`src/rtl/connect4_game_controller.sv`:
```
// Connect4 turn/game-state sequencer: validates drops, issues placements,
// and resolves win/tie from the external checker's verdict.
module connect4_game_controller #(
  parameter int COLS      = 7,
  parameter int ROWS      = 6,
  parameter int MAX_MOVES = 42
) (
  input  logic       clk,
  input  logic       rst_n,
  input  logic       start,
  input  logic       drop,
  input  logic [2:0] column,
  input  logic       win_valid,
  input  logic       win_detected,
  output logic [1:0] state,
  output logic [1:0] game_status,
  output logic       place_valid,
  output logic [2:0] place_col,
  output logic [2:0] place_row,
  output logic       place_player,
  output logic       illegal_move,
  output logic [5:0] move_count
);

  typedef enum logic [2:0] {S_INIT, S_P1, S_P2, S_CHECK, S_END} fsm_t;

  fsm_t       fsm_q, fsm_d;
  logic       cur_player_q, cur_player_d;
  logic [1:0] state_q, state_d;
  logic [1:0] game_status_q, game_status_d;
  logic       place_valid_q, place_valid_d;
  logic [2:0] place_col_q, place_col_d;
  logic [2:0] place_row_q, place_row_d;
  logic       place_player_q, place_player_d;
  logic       illegal_move_q, illegal_move_d;
  logic [5:0] move_count_q, move_count_d;
  logic [2:0] height_q [COLS];
  logic [2:0] height_d [COLS];
  logic [2:0] col_h;
  logic       legal;

  always_comb begin
    fsm_d          = fsm_q;
    cur_player_d   = cur_player_q;
    game_status_d  = game_status_q;
    place_valid_d  = 1'b0;
    place_col_d    = place_col_q;
    place_row_d    = place_row_q;
    place_player_d = place_player_q;
    illegal_move_d = 1'b0;
    move_count_d   = move_count_q;
    height_d       = height_q;

    // Loop select keeps out-of-range columns from indexing past the array.
    col_h = 3'd0;
    for (int i = 0; i < COLS; i++)
      if (column == 3'(i)) col_h = height_q[i];
    legal = ({1'b0, column} < 4'(COLS)) && (col_h < 3'(ROWS));

    case (fsm_q)
      S_INIT: begin
        if (start) begin
          fsm_d        = S_P1;
          cur_player_d = 1'b0;
          move_count_d = 6'd0;
          for (int i = 0; i < COLS; i++) height_d[i] = 3'd0;
        end
      end
      S_P1, S_P2: begin
        if (drop) begin
          if (legal) begin
            place_valid_d  = 1'b1;
            place_col_d    = column;
            place_row_d    = col_h;
            place_player_d = (fsm_q == S_P2);
            cur_player_d   = (fsm_q == S_P2);
            move_count_d   = move_count_q + 6'd1;
            for (int i = 0; i < COLS; i++)
              if (column == 3'(i)) height_d[i] = height_q[i] + 3'd1;
            fsm_d = S_CHECK;
          end else begin
            illegal_move_d = 1'b1;
          end
        end
      end
      S_CHECK: begin
        if (win_valid) begin
          if (win_detected) begin
            fsm_d         = S_END;
            game_status_d = cur_player_q ? 2'b10 : 2'b01;
          end else if (move_count_q == 6'(MAX_MOVES)) begin
            fsm_d         = S_END;
            game_status_d = 2'b11;
          end else begin
            fsm_d = cur_player_q ? S_P1 : S_P2;
          end
        end
      end
      S_END: begin
        if (start) begin
          fsm_d         = S_INIT;
          game_status_d = 2'b00;
          move_count_d  = 6'd0;
          for (int i = 0; i < COLS; i++) height_d[i] = 3'd0;
        end
      end
      default: fsm_d = S_INIT;
    endcase

    // CHECK shows the turn of the player being checked, so no transient code.
    case (fsm_d)
      S_P1:    state_d = 2'b01;
      S_P2:    state_d = 2'b10;
      S_CHECK: state_d = cur_player_d ? 2'b10 : 2'b01;
      S_END:   state_d = 2'b11;
      default: state_d = 2'b00;
    endcase
  end

  always_ff @(posedge clk or negedge rst_n) begin
    if (!rst_n) begin
      fsm_q          <= S_INIT;
      cur_player_q   <= 1'b0;
      state_q        <= 2'b00;
      game_status_q  <= 2'b00;
      place_valid_q  <= 1'b0;
      place_col_q    <= 3'd0;
      place_row_q    <= 3'd0;
      place_player_q <= 1'b0;
      illegal_move_q <= 1'b0;
      move_count_q   <= 6'd0;
      for (int i = 0; i < COLS; i++) height_q[i] <= 3'd0;
    end else begin
      fsm_q          <= fsm_d;
      cur_player_q   <= cur_player_d;
      state_q        <= state_d;
      game_status_q  <= game_status_d;
      place_valid_q  <= place_valid_d;
      place_col_q    <= place_col_d;
      place_row_q    <= place_row_d;
      place_player_q <= place_player_d;
      illegal_move_q <= illegal_move_d;
      move_count_q   <= move_count_d;
      for (int i = 0; i < COLS; i++) height_q[i] <= height_d[i];
    end
  end

  assign state        = state_q;
  assign game_status  = game_status_q;
  assign place_valid  = place_valid_q;
  assign place_col    = place_col_q;
  assign place_row    = place_row_q;
  assign place_player = place_player_q;
  assign illegal_move = illegal_move_q;
  assign move_count   = move_count_q;

endmodule

```
`config.mk`:
```
export PLATFORM = sky130hd
export DESIGN_NAME = connect4_game_controller
export DESIGN_NICKNAME = d
export VERILOG_FILES = /design/src/rtl/connect4_game_controller.sv
export SDC_FILE = /design/constraint.sdc
export NUM_CORES = 1
export LEC_CHECK = 0
export BUFFER_PORTS_ARGS = -buffer_cell sky130_fd_sc_hd__buf_4
export CAP_MARGIN = 5
export CELL_PAD_IN_SITES_DETAIL_PLACEMENT = 0
export CELL_PAD_IN_SITES_GLOBAL_PLACEMENT = 1
export CORE_MARGIN = 2
export CORE_UTILIZATION = 49
export DETAILED_ROUTE_END_ITERATION = 12
export PLACE_DENSITY_LB_ADDON = 0.2
export SYNTH_ARGS = -nofsm -noshare
export SYNTH_HDL_FRONTEND = slang
export SYNTH_SLANG_ARGS = --single-unit
```
`constraint.sdc`:
```
create_clock -name clk -period 4.46 [get_ports clk]
set_input_delay 0.892 -clock clk [delete_from_list [all_inputs] [get_ports clk]]
set_output_delay 0.892 -clock clk [all_outputs]
set_load 0.02 [all_outputs]
```
==> impl_metrics.tcl, run 1 <==
set metrics [dict create \
    outcome "completed" \
    rsz0062_at_grt "no" \
    synth_top_area_frac 0.4529 \
    fin_crit_ns 2.742 \
    skew_ns 0.01239 \
    synth.most_common_cell "dfrtp_1" \
    path_cells "buf_4 -> mux2_4 -> o2bb2ai_2 -> o221ai_4 -> nand2_2 -> inv_2 -> nand3_1 -> a32o_1" \
    place_area_sq_um 2653 \
    endpoint_kind "flop" \
    max_freq_mhz 364.7 \
    die_y_um 74.44 \
    reg2reg_depth 7 \
    nets 280 \
    syn_area_per_cell_sq_um 10.17 \
    routed_wl_um 4952 \
    die_x_um 74.44 \
    drive_gt1_frac 0.1939 \
    hold_buffers 0 \
    cts-resized-gates 0 \
    seq_area_frac_synth 0.4529 \
    whs_path_depth 2 \
    num_rows 25 \
    grt_start_max_net_pins 45 \
    synth-seq-cells 44 \
    wl_per_cell_um 15.01 \
    ys_warn_count 0 \
    p_per_area_nw_per_um2 571.8 \
    setup_slack_ns 1.718 \
    io-pin-count 28 \
    grt_first_pass_wirelength_um 8342 \
    worstPathMaxFanout 22 \
    total_power_w 0.001586 \
    grt_pass1_vias 1630 \
    antenna_found_initial 0 \
    start_kind "input pin" \
    yosysUniqueCellTypes 56 \
    gp_congestion 0.7903 \
    hpwl_um 3570 \
    finalSetupViolCount 0 \
    clk_pin_slew_ns 0.09 \
    path_buf_inv 2 \
    finalSetupTns_ns 0 \
    syn-num-nets 257 \
    drc 0 \
    tightest_slew_ns 0.6296 \
    holdWs_ns 0.4807 \
    die_area_sq_um 5541 \
    p_sw_w 0.0006235 \
    cp_slowest_cell "o221ai_4" \
    synth_ff_type "dfrtp_1" \
    required_ns 4.66 \
    seq_power_share 0.402 \
    max_stage_delay_ns 0.43 \
    critical_path_depth 8 \
    core_sq_um 4755 \
    ys_top_cells_by_count "dfrtp_1 (44), nand2_1 (29), nor2_1 (21)" \
    ir_drop_uv 304.6 \
    met1_usage 0.3127 \
    pre_cts_ws_ns 1.370 \
    p_int_w 0.0009628 \
    use_met2 0.2704 \
    synth-edff-count 0 \
    use_met3 0.04607 \
    grt_usage 0.2008 \
    pwr-share-clk 0.205 \
    portBuffers 27 \
    cts.htree.levels 2 \
    period_share 0.6148 \
    yosys.area.top_type "dfrtp_1" \
    cts.sinks 44 \
    busiest_layer "met1" \
    initial_utilization 0.5113 \
    syn2layout_area_growth_pct 14.10 \
    hold_viol_final 0 \
    cp_top_family "compound AO/OA/AOI/OAI gates" \
    clkLatencyLatePin_ns 0.31 \
    cts_root_buf "clkbuf_8" \
    reg2reg_slack_ns 2.17 \
    num_vias 1748 \
    worst_ep_arrival_time_ns 2.94 \
    cts_setup_buffers 0 \
    post_drt_via_cell_ratio 5.297 \
    finalMaxSlewViolations 0 \
    dr.pass1.iters 4 \
    pwr-share-comb 0.393 \
    hold_class "reg -> reg" \
    drt_iter0_drc 129 \
    fin_area_sq_um 2774 \
    async_reset_ff_frac 1.000 \
    syn_inst 239 \
    numCtsBuffers 5 \
    max-cap-violations 0 \
    leakage_nw 1.379 \
    setup.worst_path.class "in -> reg" \
    grt-ovfl-total 0 \
    cts_tree "yes" \
    ant_nets 0 \
    swShare 0.3930 \
    max_slew_margin 0.5793 \
    clk_path_buf_depth 2 \
    diodes 0 \
    synth_area_leaders "dfrtp_1 (45%), mux2i_1 (7.4%), ha_1 (4.6%), nand2_1 (4.5%), nor2_1 (3.2%)" \
    syn_area_sq_um 2431 \
]
[registers in the layout, indices dropped and copies added (netlist names)]
name,count
cur_player_q,1
fsm_q,3
game_status,2
height_q,21
illegal_move,1
move_count,6
place_col,3
place_player,1
place_row,3
place_valid,1
state,2
[worst min-delay path, cell delays in order, from the launching register on]
cell and delay [ns]:
dfrtp_1 0.35, nand2_1 0.05, nand2_1 0.05
[layout make-up]
cell class	instances	area, sq um
well taps	67	83.83
multi-input cells	173	1220
clock buffers	6	82.58
inverters	10	37.54
repair buffers	28	210.2
flip-flops and latches	44	1101
fillers	428	1981
clock inverters	2	38.79
[logic make-up after synthesis]
logic type | count (synthesis) | synth area share
adder cells (fa/ha/maj) | 9 | 0.04632
AND/OR/NAND/NOR | 96 | 0.2043
XOR/XNOR | 9 | 0.03243
buffers and inverters | 22 | 0.04529
flip-flops | 44 | 0.4529
AO/OA/AOI/OAI | 38 | 0.1246
multiplexers | 21 | 0.09418
[layer usage]
layer  share of wire  routed length (um)  vias up
li1                -                   -      888
met1            0.53                2604      819
met2            0.42                2092       34
met3           0.038                 187        7
met4           0.014                  68        0
met5               0                   0        -
[cell usage in the layout, fill, tap and decap left out, drive strengths merged, types with 2 or more instances in the layout]
master  count
nor4bb      2
nor2b       2
mux2        2
and2        4
a211oi      2
o221ai      2
mux2i      18
nand4       5
buf        28
clkbuf      6
nand2      30
a31oi       2
nand2b      3
nor2       22
a21oi       5
nor3        3
and3        5
xor2        9
o21bai      2
ha          9
inv        10
nand3      14
a311oi      2
o21ai      11
dfrtp      44
[power groups by stage]
stage / logic (W) / clock network [W] / registers, W
floorplan: 0.000377 / 0 / 0.000684
global placement: 0.000621 / 0 / 0.000645
detailed placement: 0.000629 / 0 / 0.000646
CTS: 0.000630 / 0.000334 / 0.000637
global route: 0.000704 / 0.000352 / 0.000659
finish: 0.000623 / 0.000326 / 0.000637
[final timing paths]
path,start,endpoint
setup / recovery,column[0],height_q[4]
hold / removal,place_col[0],place_col[0]
setup reg to reg,height_q[8],height_q[4]
hold reg to reg,place_col[0],place_col[0]
max in group asynchronous,rst_n,place_row[0]
min in group asynchronous,rst_n,place_col[0]
[stage by stage]
step           utilization  std cells
5_1_grt             0.5834        330
6_report            0.5834        330
4_1_cts             0.5834        330
2_1_floorplan            -        239
3_5_place_dp        0.5579        322
3_3_place_gp        0.5579        322
Note: power is estimated with default switching activity, not from simulation.
==> inputs of run 2 (changes only) <==
Settings changed: CORE_UTILIZATION 49 to 45.
Clock period 4.46 ns to 2.64 ns, I/O delays scaled along.
==> impl_metrics.tcl, run 2 (synthesis results as in run 1) <==
set metrics [dict create \
    ir_drop_uv 477.5 \
    cts.sinks 44 \
    outcome "completed" \
    grt_usage 0.1930 \
    drive_gt1_frac 0.2148 \
    skew_ns 0.005892 \
    layout_commonest_cell "dfrtp_1" \
    pwr-share-comb 0.415 \
    antenna_found_initial 0 \
    p_sw_w 0.001053 \
    largest_reg_flops 21 \
    worstPathMaxFanout 15 \
    reg2reg_to "height_q[4]" \
    p_per_area_nw_per_um2 928.3 \
    grt_first_pass_wirelength_um 9073 \
    nFillCells 485 \
    nets 287 \
    path_buf_inv 2 \
    grt_start_max_net_pins 45 \
    reg2reg_depth 7 \
    required_ns 2.82 \
    clk_path_buf_depth 2 \
    p_int_w 0.001548 \
    grt_pass1_vias 1782 \
    gp_congestion 0.8652 \
    cts_setup_buffers 0 \
    period_share 0.7935 \
    pwr-share-clk 0.168 \
    drc 0 \
    cts_tree "yes" \
    io-pin-count 28 \
    numCtsBuffers 5 \
    cp_top_family "compound AO/OA/AOI/OAI gates" \
    tightest_slew_ns 0.5444 \
    max_slew_margin 0.6371 \
    r2r_start "height_q[8]" \
    portBuffers 27 \
    cp_slowest_cell "o221ai_4" \
    cts_root_buf "clkbuf_8" \
    fin_area_sq_um 2801 \
    max_freq_mhz 477.4 \
    path_cells "buf_4 -> and2b_1 -> o2bb2ai_2 -> o221ai_4 -> nand2_2 -> inv_2 -> nand3_1 -> a32o_1" \
    clk_pin_slew_ns 0.08 \
    cts-resized-gates 0 \
    finalMaxSlewViolations 0 \
    post_drt_via_cell_ratio 5.338 \
    fin_crit_ns 2.095 \
    die_area_sq_um 6006 \
    endpoint_kind "flop" \
    hold_buffers 0 \
    finalSetupViolCount 0 \
    num_vias 1815 \
    max-cap-violations 0 \
    initial_utilization 0.4700 \
    hpwl_um 3865 \
    clkLatencyLatePin_ns 0.30 \
    drt_iter0_drc 93 \
    leakage_nw 1.402 \
    hold_class "in -> async" \
    core_sq_um 5172 \
    worst_ep_arrival_time_ns 2.28 \
    hold_viol_final 0 \
    max_stage_delay_ns 0.43 \
    routed_wl_um 5271 \
    syn2layout_area_growth_pct 15.23 \
    seq_power_share 0.417 \
    setup_slack_ns 0.5452 \
    num_rows 26 \
    grt-ovfl-total 0 \
    ant_nets 0 \
    cts.htree.levels 2 \
    die_x_um 77.50 \
    diodes 0 \
    place_area_sq_um 2709 \
    pre_cts_ws_ns 0.2167 \
    start_kind "input pin" \
    die_y_um 77.50 \
    setup.worst_path.class "in -> reg" \
    finalSetupTns_ns 0 \
    rsz0062_at_grt "no" \
    wl_per_cell_um 15.50 \
    reg2reg_slack_ns 0.57 \
    dr.pass1.iters 4 \
    swShare 0.4049 \
    final_cell_mix "dfrtp_1 (44), buf_4 (35), nand2_1 (29), nor2_1 (21), mux2i_1 (18)" \
    regMostFlops "height_q" \
    total_power_w 0.002601 \
]
[run 2: power by group through the flow]
| stage | registers, W | logic, W | clock network [W] |
|---|---|---|---|
| finish | 0.00108 | 0.00108 | 0.000438 |
| CTS | 0.00109 | 0.00109 | 0.000451 |
| floorplan | 0.00116 | 0.000637 | 0 |
| global placement | 0.00110 | 0.00108 | 0 |
| global route | 0.00112 | 0.00121 | 0.000482 |
| detailed placement | 0.00110 | 0.00109 | 0 |
[run 2: worst max-delay path by stage]
| stage | startpoint | end | depth (start not counted) |
|---|---|---|---|
| 5_1_grt | move_count[0] | state[0] | 8 |
| 3_3_place_gp | column[0] | place_col[2] | 8 |
| 3_5_place_dp | column[2] | height_q[1] | 7 |
| 2_1_floorplan | column[0] | height_q[4] | 7 |
| 6_report | column[2] | height_q[4] | 8 |
| 4_1_cts | column[2] | height_q[1] | 7 |
[run 2: per-stage QoR]
step,instances,hold slack (ns),util
floorplan,239,0.2324,-
global placement,332,0.4640,0.5237
detailed placement,332,0.4714,0.5237
CTS,340,0.2275,0.5416
global route,340,0.2499,0.5416
finish,340,0.2137,0.5416
[run 2: layout make-up]
class / count / area, sq um / share of cell area
multi-input cells: 173 / 1220 / 0.4355
flip-flops and latches: 44 / 1101 / 0.3930
repair buffers: 35 / 262.8 / 0.09379
well taps: 70 / 87.58 / 0.03126
clock buffers: 6 / 82.58 / 0.02948
inverters: 10 / 37.54 / 0.01340
clock inverters: 2 / 10.01 / 0.003573
[run 2: routing by layer]
metal / wire length [um] / track usage / part of all wire
met5: 0 / 0 / 0
met4: 65 / 0.05893 / 0.012
met3: 181 / 0.04070 / 0.034
met2: 2414 / 0.2974 / 0.46
met1: 2609 / 0.2740 / 0.49
